`src/rtl/alu_arbiter.sv`:
```
// Round-robin arbiter that shares one ALU between the execute stage (port 0)
// and the branch/AGU unit (port 1), returning each result tagged with its requester.
module alu_arbiter #(
    parameter int DATA_W  = 16,
    parameter int CNT_W   = 4,
    parameter int ALU_LAT = 1
) (
    input  logic              i_clk,
    input  logic              i_rst,
    input  logic              i_req0_valid,
    output logic              o_req0_ready,
    input  logic [CNT_W-1:0]  i_req0_cnt,
    input  logic [DATA_W-1:0] i_req0_a,
    input  logic [DATA_W-1:0] i_req0_b,
    input  logic              i_req1_valid,
    output logic              o_req1_ready,
    input  logic [CNT_W-1:0]  i_req1_cnt,
    input  logic [DATA_W-1:0] i_req1_a,
    input  logic [DATA_W-1:0] i_req1_b,
    output logic [CNT_W-1:0]  o_alu_cnt,
    output logic [DATA_W-1:0] o_alu_a,
    output logic [DATA_W-1:0] o_alu_b,
    input  logic [DATA_W-1:0] i_alu_result,
    input  logic              i_alu_zero,
    output logic              o_rsp_valid,
    input  logic              i_rsp_ready,
    output logic              o_rsp_id,
    output logic [DATA_W-1:0] o_rsp_data,
    output logic              o_rsp_zero,
    output logic              o_rsp_err,
    output logic              o_busy
);

    typedef enum logic [1:0] {
        ST_IDLE = 2'b00,
        ST_EXEC = 2'b01,
        ST_RESP = 2'b10
    } state_t;

    localparam logic [CNT_W-1:0] MAX_LEGAL_CNT = CNT_W'(8);
    // A latency below 1 would make the countdown wrap, so it is clamped.
    localparam logic [2:0]       LAT_LOAD      = (ALU_LAT < 1) ? 3'd1 : 3'(ALU_LAT);

    state_t            r_state;
    logic              r_last_grant;
    logic [2:0]        r_lat_cnt;
    logic              r_id;
    logic              r_err;

    logic              w_in_idle;
    logic              w_grant_vld;
    logic              w_grant_id;
    logic              w_illegal;
    logic [CNT_W-1:0]  w_sel_cnt;
    logic [DATA_W-1:0] w_sel_a;
    logic [DATA_W-1:0] w_sel_b;

    // Grant selection and request mux: a tie goes to the port that was not served last.
    always_comb begin
        w_in_idle   = (r_state == ST_IDLE);
        w_grant_vld = i_req0_valid | i_req1_valid;
        if (i_req0_valid && i_req1_valid) begin
            w_grant_id = ~r_last_grant;
        end else if (i_req1_valid) begin
            w_grant_id = 1'b1;
        end else begin
            w_grant_id = 1'b0;
        end
        if (w_grant_id) begin
            w_sel_cnt = i_req1_cnt;
            w_sel_a   = i_req1_a;
            w_sel_b   = i_req1_b;
        end else begin
            w_sel_cnt = i_req0_cnt;
            w_sel_a   = i_req0_a;
            w_sel_b   = i_req0_b;
        end
        w_illegal    = (w_sel_cnt > MAX_LEGAL_CNT);
        o_req0_ready = w_in_idle & w_grant_vld & ~w_grant_id;
        o_req1_ready = w_in_idle & w_grant_vld &  w_grant_id;
    end

    // Arbitration FSM: latch request, count ALU latency, hold response until consumed.
    always_ff @(posedge i_clk) begin
        if (i_rst) begin
            r_state      <= ST_IDLE;
            r_last_grant <= 1'b1;
            r_lat_cnt    <= 3'd0;
            r_id         <= 1'b0;
            r_err        <= 1'b0;
            o_alu_cnt    <= '0;
            o_alu_a      <= '0;
            o_alu_b      <= '0;
            o_rsp_valid  <= 1'b0;
            o_rsp_id     <= 1'b0;
            o_rsp_data   <= '0;
            o_rsp_zero   <= 1'b0;
            o_rsp_err    <= 1'b0;
            o_busy       <= 1'b0;
        end else begin
            case (r_state)
                ST_IDLE: begin
                    if (w_grant_vld) begin
                        // Illegal codes are run as code 0 so the requester still gets a reply.
                        o_alu_cnt <= w_illegal ? '0 : w_sel_cnt;
                        o_alu_a   <= w_sel_a;
                        o_alu_b   <= w_sel_b;
                        r_id      <= w_grant_id;
                        r_err     <= w_illegal;
                        r_lat_cnt <= LAT_LOAD;
                        r_state   <= ST_EXEC;
                        o_busy    <= 1'b1;
                    end else begin
                        r_state   <= ST_IDLE;
                    end
                end
                ST_EXEC: begin
                    if (r_lat_cnt == 3'd1) begin
                        o_rsp_data  <= i_alu_result;
                        o_rsp_zero  <= i_alu_zero;
                        o_rsp_id    <= r_id;
                        o_rsp_err   <= r_err;
                        o_rsp_valid <= 1'b1;
                        r_state     <= ST_RESP;
                    end else begin
                        r_lat_cnt   <= r_lat_cnt - 3'd1;
                    end
                end
                ST_RESP: begin
                    if (i_rsp_ready) begin
                        o_rsp_valid  <= 1'b0;
                        r_last_grant <= o_rsp_id;
                        r_state      <= ST_IDLE;
                        o_busy       <= 1'b0;
                    end else begin
                        o_rsp_valid  <= 1'b1;
                    end
                end
                default: begin
                    r_state     <= ST_IDLE;
                    o_rsp_valid <= 1'b0;
                    o_busy      <= 1'b0;
                end
            endcase
        end
    end

endmodule

```
`config.mk`:
```
export PLATFORM = sky130hd
export DESIGN_NAME = alu_arbiter
export DESIGN_NICKNAME = d
export VERILOG_FILES = /design/src/rtl/alu_arbiter.sv
export SDC_FILE = /design/constraint.sdc
export NUM_CORES = 1
export LEC_CHECK = 0
export ABC_AREA = 1
export CORE_ASPECT_RATIO = 1.75
export CORE_UTILIZATION = 41
export CTS_CLUSTER_DIAMETER = 60
export DETAILED_ROUTE_END_ITERATION = 16
export GPL_TIMING_DRIVEN = 0
export HOLD_SLACK_MARGIN = 0.12
export PLACE_DENSITY_LB_ADDON = 0.25
export SYNTH_ARGS = -nofsm -noshare
export SYNTH_HDL_FRONTEND = slang
export SYNTH_SLANG_ARGS = --single-unit
```
`constraint.sdc`:
```
create_clock -name i_clk -period 4.2 [get_ports i_clk]
set_input_delay 0.63 -clock i_clk [delete_from_list [all_inputs] [get_ports i_clk]]
set_output_delay 0.63 -clock i_clk [all_outputs]
set_load 0.02 [all_outputs]
```
Yosys cells after proc, flatten, opt, wreduce, memory -nomap -nowiden. Index checks and enable logic that the tools add are counted. W data, S select, Z words.

Equality and inequality tests: 7. Multiplexer cells: 19. Reduce and logical (&&, ||, !) cells: 10. Add/sub/neg operators: 1. Bitwise logic cells: 8. Magnitude comparators: 1.

Operators by type and width (count): $mux W16 (2); $reduce_and A2 Y1 (5); $mux W4 (2); $mux W1 (7); $mux W3 (2); $ne A2 B2 Y1 const B (3); $pmux W1 S3 (2); $pmux W2 S3 (1); $pmux W3 S2 (1); $reduce_and A3 Y1 (2); $gt A4 B4 Y1 const B (1); $mux W2 (2); $not A1 Y1 (4); $and A1 B1 Y1 (3); $eq A3 B1 Y1 const B (1); $sub A3 B1 Y3 const B (1); $eq A2 B1 Y1 const B (1); $eq A2 B2 Y1 const B (1); $logic_not A2 Y1 (1); $ne A2 B1 Y1 const B (1); $reduce_bool A2 Y1 (1); $logic_and A1 B1 Y1 (1); $or A1 B1 Y1 (1).

Output and inout port bits: 59. Input bits: 94. Word-level logic and storage cells: 60. Register bits after elaboration: 65.

Logic depth before layout (Yosys ltp). Gate-level depths: netlist (run 1).

Depth after elaboration: 5. Gate-level depth with buffers: 9. Mapped depth without buffers: 8.

Worst setup path before layout (run 1). OpenSTA, ideal clock, no wires.

Path kind: in2out. From: input i_req0_valid. To: output o_req0_ready. Required time: 3570 ps. Setup slack: 2334 ps. Stages on the path: 5. Path buffers: 1. Data arrival time: 1236 ps. Cell sequence: nand2_1 -> nand2_2 -> inv_2 -> nor2_4 -> buf_4.

Longest elaborated chain between the ends: 4. Elaborated cells between the ends (all ways): 6. Classes of those cells: mux (1); bitwise (4); reduce/logical (1).

Ends and longest elaborated chain: start, declared (line 10) `input logic i_req0_valid,`; $logic_and A1 B1 Y1 (line 62) `if (i_req0_valid && i_req1_valid) begin`; $mux W1 (line 62); $not A1 Y1 (line 79) `o_req0_ready = w_in_idle & w_grant_vld & ~w_grant_id;`; $and A1 B1 Y1 * (line 79); end, declared (line 11) `output logic o_req0_ready,`.

Mark *: on every way between the ends. The rest lies on a longest branch, timed or not.

Worst setup path after layout (run 1).
From: input i_req1_valid. To: output o_req0_ready.

Longest elaborated chain between the ends: 4. Elaborated cells between the ends (all ways): 7. Classes of those cells: mux (2); bitwise (4); reduce/logical (1).

Ends and longest elaborated chain: start, declared (line 15) `input logic i_req1_valid,`; $mux W1 or $logic_and A1 B1 Y1 (tied branches) (line 64, 62); $mux W1 (line 62); $not A1 Y1 (line 79); $and A1 B1 Y1 * (line 79).

Marks and branches as above.

==> impl_metrics.json, run 1 <==
{
  "status": "complete, no violations",
  "yosysUniqueCellTypes": 22,
  "power.density_nw_per_um2": 459,
  "worstPathRequired_ps": 3570,
  "seqPwrFrac": 0.375,
  "cts_setup_buffers": 0,
  "power_frac_clock": 0.244,
  "crit_start": "i_req1_valid",
  "synth_area_leaders": "dfxtp_1, nand2_1, a31oi_1",
  "synth_cells": 364,
  "slew_violations": 0,
  "grt_pass1_vias": 2965,
  "crit_type": "input port to primary output",
  "ir_drop_mv": 0.296,
  "rows": 38,
  "ios": 153,
  "rsz0062_at_grt": "false",
  "routed_wirelength_um": 8060,
  "slew_headroom": 0.658,
  "p_comb_frac": 0.381,
  "cts_buffer_depth": 2,
  "hpwl_um": 6240,
  "yosys.area.top_type_share": 0.486,
  "worst_pin_slew_ps": 508,
  "worstSetupEndpoint": "o_req0_ready",
  "cp-start-kind": "input port",
  "numPortBuffers": 152,
  "die_h_um": 109,
  "cp_max_fo": 10,
  "grt_max_degree": 11,
  "syn2layout_area_growth_pct": 67.8,
  "n_antenna_cell": 0,
  "fin_skew_ps": 7.04,
  "viasPerCell": 4.93,
  "avgSynthCellArea_um2": 7.36,
  "cp.arrival_ps": 2500,
  "grt_pass1_wl_um": 13100,
  "instances_no_fill": 612,
  "swShare": 0.345,
  "fin_crit_sh": 0.745,
  "final_hold_viol_count": 0,
  "h-tree-depth": 3,
  "final_nets": 626,
  "endpoint_kind": "primary output",
  "min_period_ps": 3130,
  "drtIter0Drc": 156,
  "fin_tns_setup_ps": 0,
  "wire_per_inst_um": 13.2,
  "yosys.area.top_type": "dfxtp_1",
  "cts_resized": 0,
  "rr_worst_depth": 8,
  "vias": 3019,
  "setup_viol": 0,
  "path_clk_slew_ps": 70,
  "fp.dieArea_um2": 6870,
  "synth-seq-cells": 65,
  "reg2reg_setup_slack_ps": 2440,
  "clkSinkCount": 65,
  "antenna_found_initial": 0,
  "internal_power_mw": 1.35,
  "ys_seq_area_frac": 0.486,
  "ctsHoldBuffers": 0,
  "grt_usage": 0.246,
  "route.detailed.drc": 0,
  "syn-num-nets": 463,
  "die_x_um": 63.1,
  "cap_viol_max_count": 0,
  "max_freq_ghz": 0.320,
  "placed_cells": 596,
  "final_layout_size_suffix_gt1_frac": 0.0677,
  "clockRootBuffer": "clkbuf_8",
  "worstHoldPathType": "register to register",
  "clk_latency_ps": 340,
  "grt-ovfl-total": 0,
  "reg2reg_to": "r_lat_cnt[0]",
  "leakagePower_nw": 1.73,
  "cts_tree": "built",
  "gp_congestion": 0.754,
  "initial_core_util": 0.430,
  "syn_area_um2": 2680,
  "r2r-start": "r_state[0]",
  "p_sw_uw": 711,
  "synth_warnings": 0,
  "dr.pass1.iters": 4,
  "core_area_um2": 6230,
  "ant_nets": 0,
  "numCtsBuffers": 9
}
==> synth_stat cells <==
| cell type | n |
|---|---|
| ha_1 | 5 |
| o21bai_1 | 1 |
| clkinv_1 | 1 |
| nand2_2 | 1 |
| nand3_1 | 6 |
| nor2_2 | 1 |
| nand3b_1 | 1 |
| nor2_1 | 7 |
| o21ai_0 | 9 |
| a31oi_1 | 32 |
| dfxtp_1 | 65 |
| buf_2 | 9 |
| inv_2 | 3 |
| clkbuf_1 | 7 |
| a21oi_1 | 31 |
| nor3_1 | 2 |
| buf_4 | 3 |
| xor2_1 | 1 |
| inv_1 | 15 |
| nor2_4 | 3 |
| o221a_2 | 1 |
| nand2_1 | 160 |
==> power groups by stage <==
stage	Combinational (mW)	Clock (mW)	Sequential, mW
6_report	0.786	0.502	0.773
5_1_grt	0.860	0.545	0.785
4_1_cts	0.789	0.511	0.772
3_5_place_dp	0.783	0	0.784
3_3_place_gp	0.769	0	0.781
2_1_floorplan	0.324	0	0.883
==> worst max-delay path, cell delays in order <==
cell	delay (ps)
clkdlybuf4s50_1	540
nor2_2	80
nor2_4	140
inv_2	100
nor2_4	180
buf_4	200
clkdlybuf4s50_1	620
==> cell families after synthesis <==
family,Yosys count,synth area share
AND/OR/NAND/NOR,181,0.269
flip-flops,65,0.486
AO/OA/AOI/OAI,74,0.157
adder cells (fa/ha/maj),5,0.0234
buffers and inverters,38,0.0617
XOR/XNOR,1,0.00327
==> routing by layer <==
metal	share of wire	up-vias	global-route usage
li1	-	1507	-
met1	0.35	1369	0.234
met2	0.55	127	0.455
met3	0.076	16	0.0826
met4	0.024	0	0.136
met5	0	-	0
==> stage by stage <==
step | instance area [µm²] | power [mW] | hold WS (ps) | util | worst slack (ps)
final | 4490 | 2.06 | 465 | 0.721 | 1070
after global routing | 4490 | 2.19 | 488 | 0.721 | 973
after CTS | 4490 | 2.07 | 466 | 0.721 | 1070
after detailed placement | 4300 | 1.57 | 455 | 0.690 | 1080
after global placement | 4300 | 1.55 | 448 | 0.690 | 1080
after floorplan | 2680 | 1.21 | 428 | - | 2330
==> how the worst min path moves through the flow <==
stage	depth (start not counted)	to	slack (ps)	start
after floorplan	2	r_last_grant	430	r_last_grant
after global placement	2	o_rsp_id	450	r_id
after detailed placement	2	o_rsp_data[3]	460	o_rsp_data[3]
after CTS	2	o_rsp_data[3]	470	o_rsp_data[3]
after global routing	2	o_rsp_data[15]	490	o_rsp_data[15]
final	2	o_rsp_data[11]	460	o_rsp_data[11]
==> flip-flops by register name, indices dropped and copies added (netlist names), 2 cells and up <==
name / flops
o_alu_a: 16
o_alu_b: 16
o_rsp_data: 16
o_alu_cnt: 4
r_lat_cnt: 3
r_state: 2
==> final cells by class <==
| type | count | area (µm²) |
|---|---|---|
| fill | 521 | 1740 |
| timing repair buffer | 152 | 1520 |
| sequential | 65 | 1300 |
| multi-input combinational | 261 | 1210 |
| clock buffer | 14 | 183 |
| tap | 80 | 100 |
| buffer | 19 | 93.8 |
| inverter | 19 | 71.3 |
| clock inverter | 2 | 10.0 |
==> cells in the final DEF, fill, tap and decap left out, types with 2 or more instances in the layout <==
master,instances
dfxtp_1,65
buf_2,9
nand3_1,6
nor2_1,7
inv_1,15
buf_4,3
nor3_1,2
ha_1,5
clkbuf_8,13
a21oi_1,31
clkbuf_1,8
nand2_1,160
clkdlybuf4s50_1,152
a31oi_1,32
clkinv_2,2
nor2_4,3
inv_2,3
o21ai_0,9
Note: power is estimated with default switching activity, not from simulation.
==> run 2: changes to the inputs <==
--- a/config.mk
+++ b/config.mk
@@ -7,7 +7,7 @@
 export LEC_CHECK = 0
 export ABC_AREA = 1
 export CORE_ASPECT_RATIO = 1.75
-export CORE_UTILIZATION = 41
+export CORE_UTILIZATION = 38
 export CTS_CLUSTER_DIAMETER = 60
 export DETAILED_ROUTE_END_ITERATION = 16
 export GPL_TIMING_DRIVEN = 0
==> constraint.sdc (replaced) <==
create_clock -name i_clk -period 3 [get_ports i_clk]
set_input_delay 0.45 -clock i_clk [delete_from_list [all_inputs] [get_ports i_clk]]
set_output_delay 0.45 -clock i_clk [all_outputs]
set_load 0.02 [all_outputs]
==> run 2 against run 1 <==
Final cell count is 0.49% higher. Non-clock buffer count did not move. Wire length is 0.88% lower. Global-route usage decreased by 1.5 points. Power up 63%. Worst setup slack got worse by 850 ps. Via count shrank 1.3%. Sequential share of layout area is 0.91 points lower. Clock skew down 3.7 ps. Clock power rose by 130%. Cell area is 3.2% higher. Largest power group is now clock.
==> impl_metrics.json, run 2 (same netlist as run 1, synthesis figures left out) <==
{
  "final_hold_viol_count": 0,
  "die_x_um": 65.5,
  "reg2reg_setup_slack_ps": 1280,
  "ant_nets": 0,
  "slew_headroom": 0.661,
  "cp.arrival_ps": 2330,
  "grt_usage": 0.231,
  "gp_congestion": 0.797,
  "clkSinkCount": 65,
  "placed_cell_area_um2": 4300,
  "cts_resized": 0,
  "hpwl_um": 6230,
  "cts_buffer_depth": 2,
  "cap_viol_max_count": 0,
  "worst_pin_slew_ps": 508,
  "vias": 2979,
  "crit_type": "input port to primary output",
  "numCtsBuffers": 9,
  "grt_busiest_layer": "met2",
  "grt_max_degree": 12,
  "setup_ws_ps": 221,
  "die_h_um": 113,
  "clockRootBuffer": "clkbuf_16",
  "min_period_ps": 2780,
  "slew_violations": 0,
  "grt_pass1_wl_um": 13100,
  "status": "complete, no violations",
  "place_ws_ps": 222,
  "routed_wirelength_um": 7990,
  "fin_crit_sh": 0.926,
  "cts_setup_buffers": 0,
  "final_common_cell": "nand2_1",
  "setup_viol": 0,
  "max_freq_ghz": 0.360,
  "largestRegisters": "o_alu_a (16), o_alu_b (16), o_rsp_data (16)",
  "grt-ovfl-total": 0,
  "stdcell_area_um2": 4640,
  "drtIter0Drc": 101,
  "leakagePower_nw": 1.78,
  "endpoint_kind": "primary output",
  "dr.pass1.iters": 4,
  "viasPerCell": 4.84,
  "initial_core_util": 0.391,
  "path_cells": "clkdlybuf4s50_1, nor2_2, nor2_4, inv_2, nor2_4, buf_4, clkdlybuf4s50_1",
  "ctsHoldBuffers": 0,
  "grt_util_met2": 0.437,
  "cts_tree": "built",
  "fin_tns_setup_ps": 0,
  "route.detailed.drc": 0,
  "fin_skew_ps": 3.37,
  "power.density_nw_per_um2": 722,
  "antenna_found_initial": 0,
  "slowest_delay_ps": 620,
  "grt_pass1_vias": 3006,
  "h-tree-depth": 3,
  "use_met1": 0.217,
  "n_antenna_cell": 0,
  "worstHoldPathType": "register to register",
  "cp-start-kind": "input port",
  "numPortBuffers": 152,
  "ir_drop_mv": 0.537,
  "ios": 153,
  "worstPathRequired_ps": 2550,
  "grt_use_met3": 0.0635,
  "core_area_um2": 6860,
  "rows": 40,
  "syn2layout_area_growth_pct": 73.2,
  "path_clk_slew_ps": 50,
  "rsz0062_at_grt": "false",
  "layout_common_cells": "nand2_1, clkdlybuf4s50_1, dfxtp_1",
  "fp.dieArea_um2": 7400,
  "final_layout_size_suffix_gt1_frac": 0.0678,
  "slowest_stage": "clkdlybuf4s50_1",
  "cp_max_fo": 10,
  "wire_per_inst_um": 13.0,
  "clk_latency_ps": 330,
  "final_nets": 626
}
[run 2: cell type report]
cell class	instances	area (µm²)
fill	579	2220
clock buffer	9	225
tap	84	105
buffer	19	93.8
inverter	19	71.3
timing repair buffer	152	1520
clock inverter	6	108
sequential	65	1300
multi-input combinational	261	1210
[run 2: path summary, 6_finish.rpt]
check                      end         start  cells after the start
setup / recovery  o_req0_ready  i_req1_valid                      7
hold reg to reg   r_last_grant  r_last_grant                      2
setup reg to reg  r_lat_cnt[0]    r_state[0]                      8
hold / removal    r_last_grant  r_last_grant                      2
[run 2: worst max-delay path: cells and delay by family]
family / cells / cell delay, ps
buffers and inverters: 4 / 1490
AND/OR/NAND/NOR: 3 / 380
[run 2: through the flow]
step           total power, mW  instances  hold slack (ps)  utilization
2_1_floorplan             1.69        364              428            -
3_3_place_gp              2.17        600              445        0.628
3_5_place_dp              2.20        600              450        0.628
4_1_cts                   3.38        615              464        0.676
5_1_grt                   3.53        615              475        0.676
6_report                  3.35        615              461        0.676
[run 2: power by group]
group          internal [mW]  leakage (nW)  switching, mW  total (mW)
Sequential              1.01         0.533         0.0753        1.08
Clock                  0.803         0.161          0.370        1.17
Combinational          0.495          1.09          0.599        1.09
[run 2: routing by layer]
layer,vias to the layer above,part of all wire
met1,1345,0.35
met5,-,0
met2,112,0.56
met3,11,0.068
met4,0,0.020
li1,1511,-
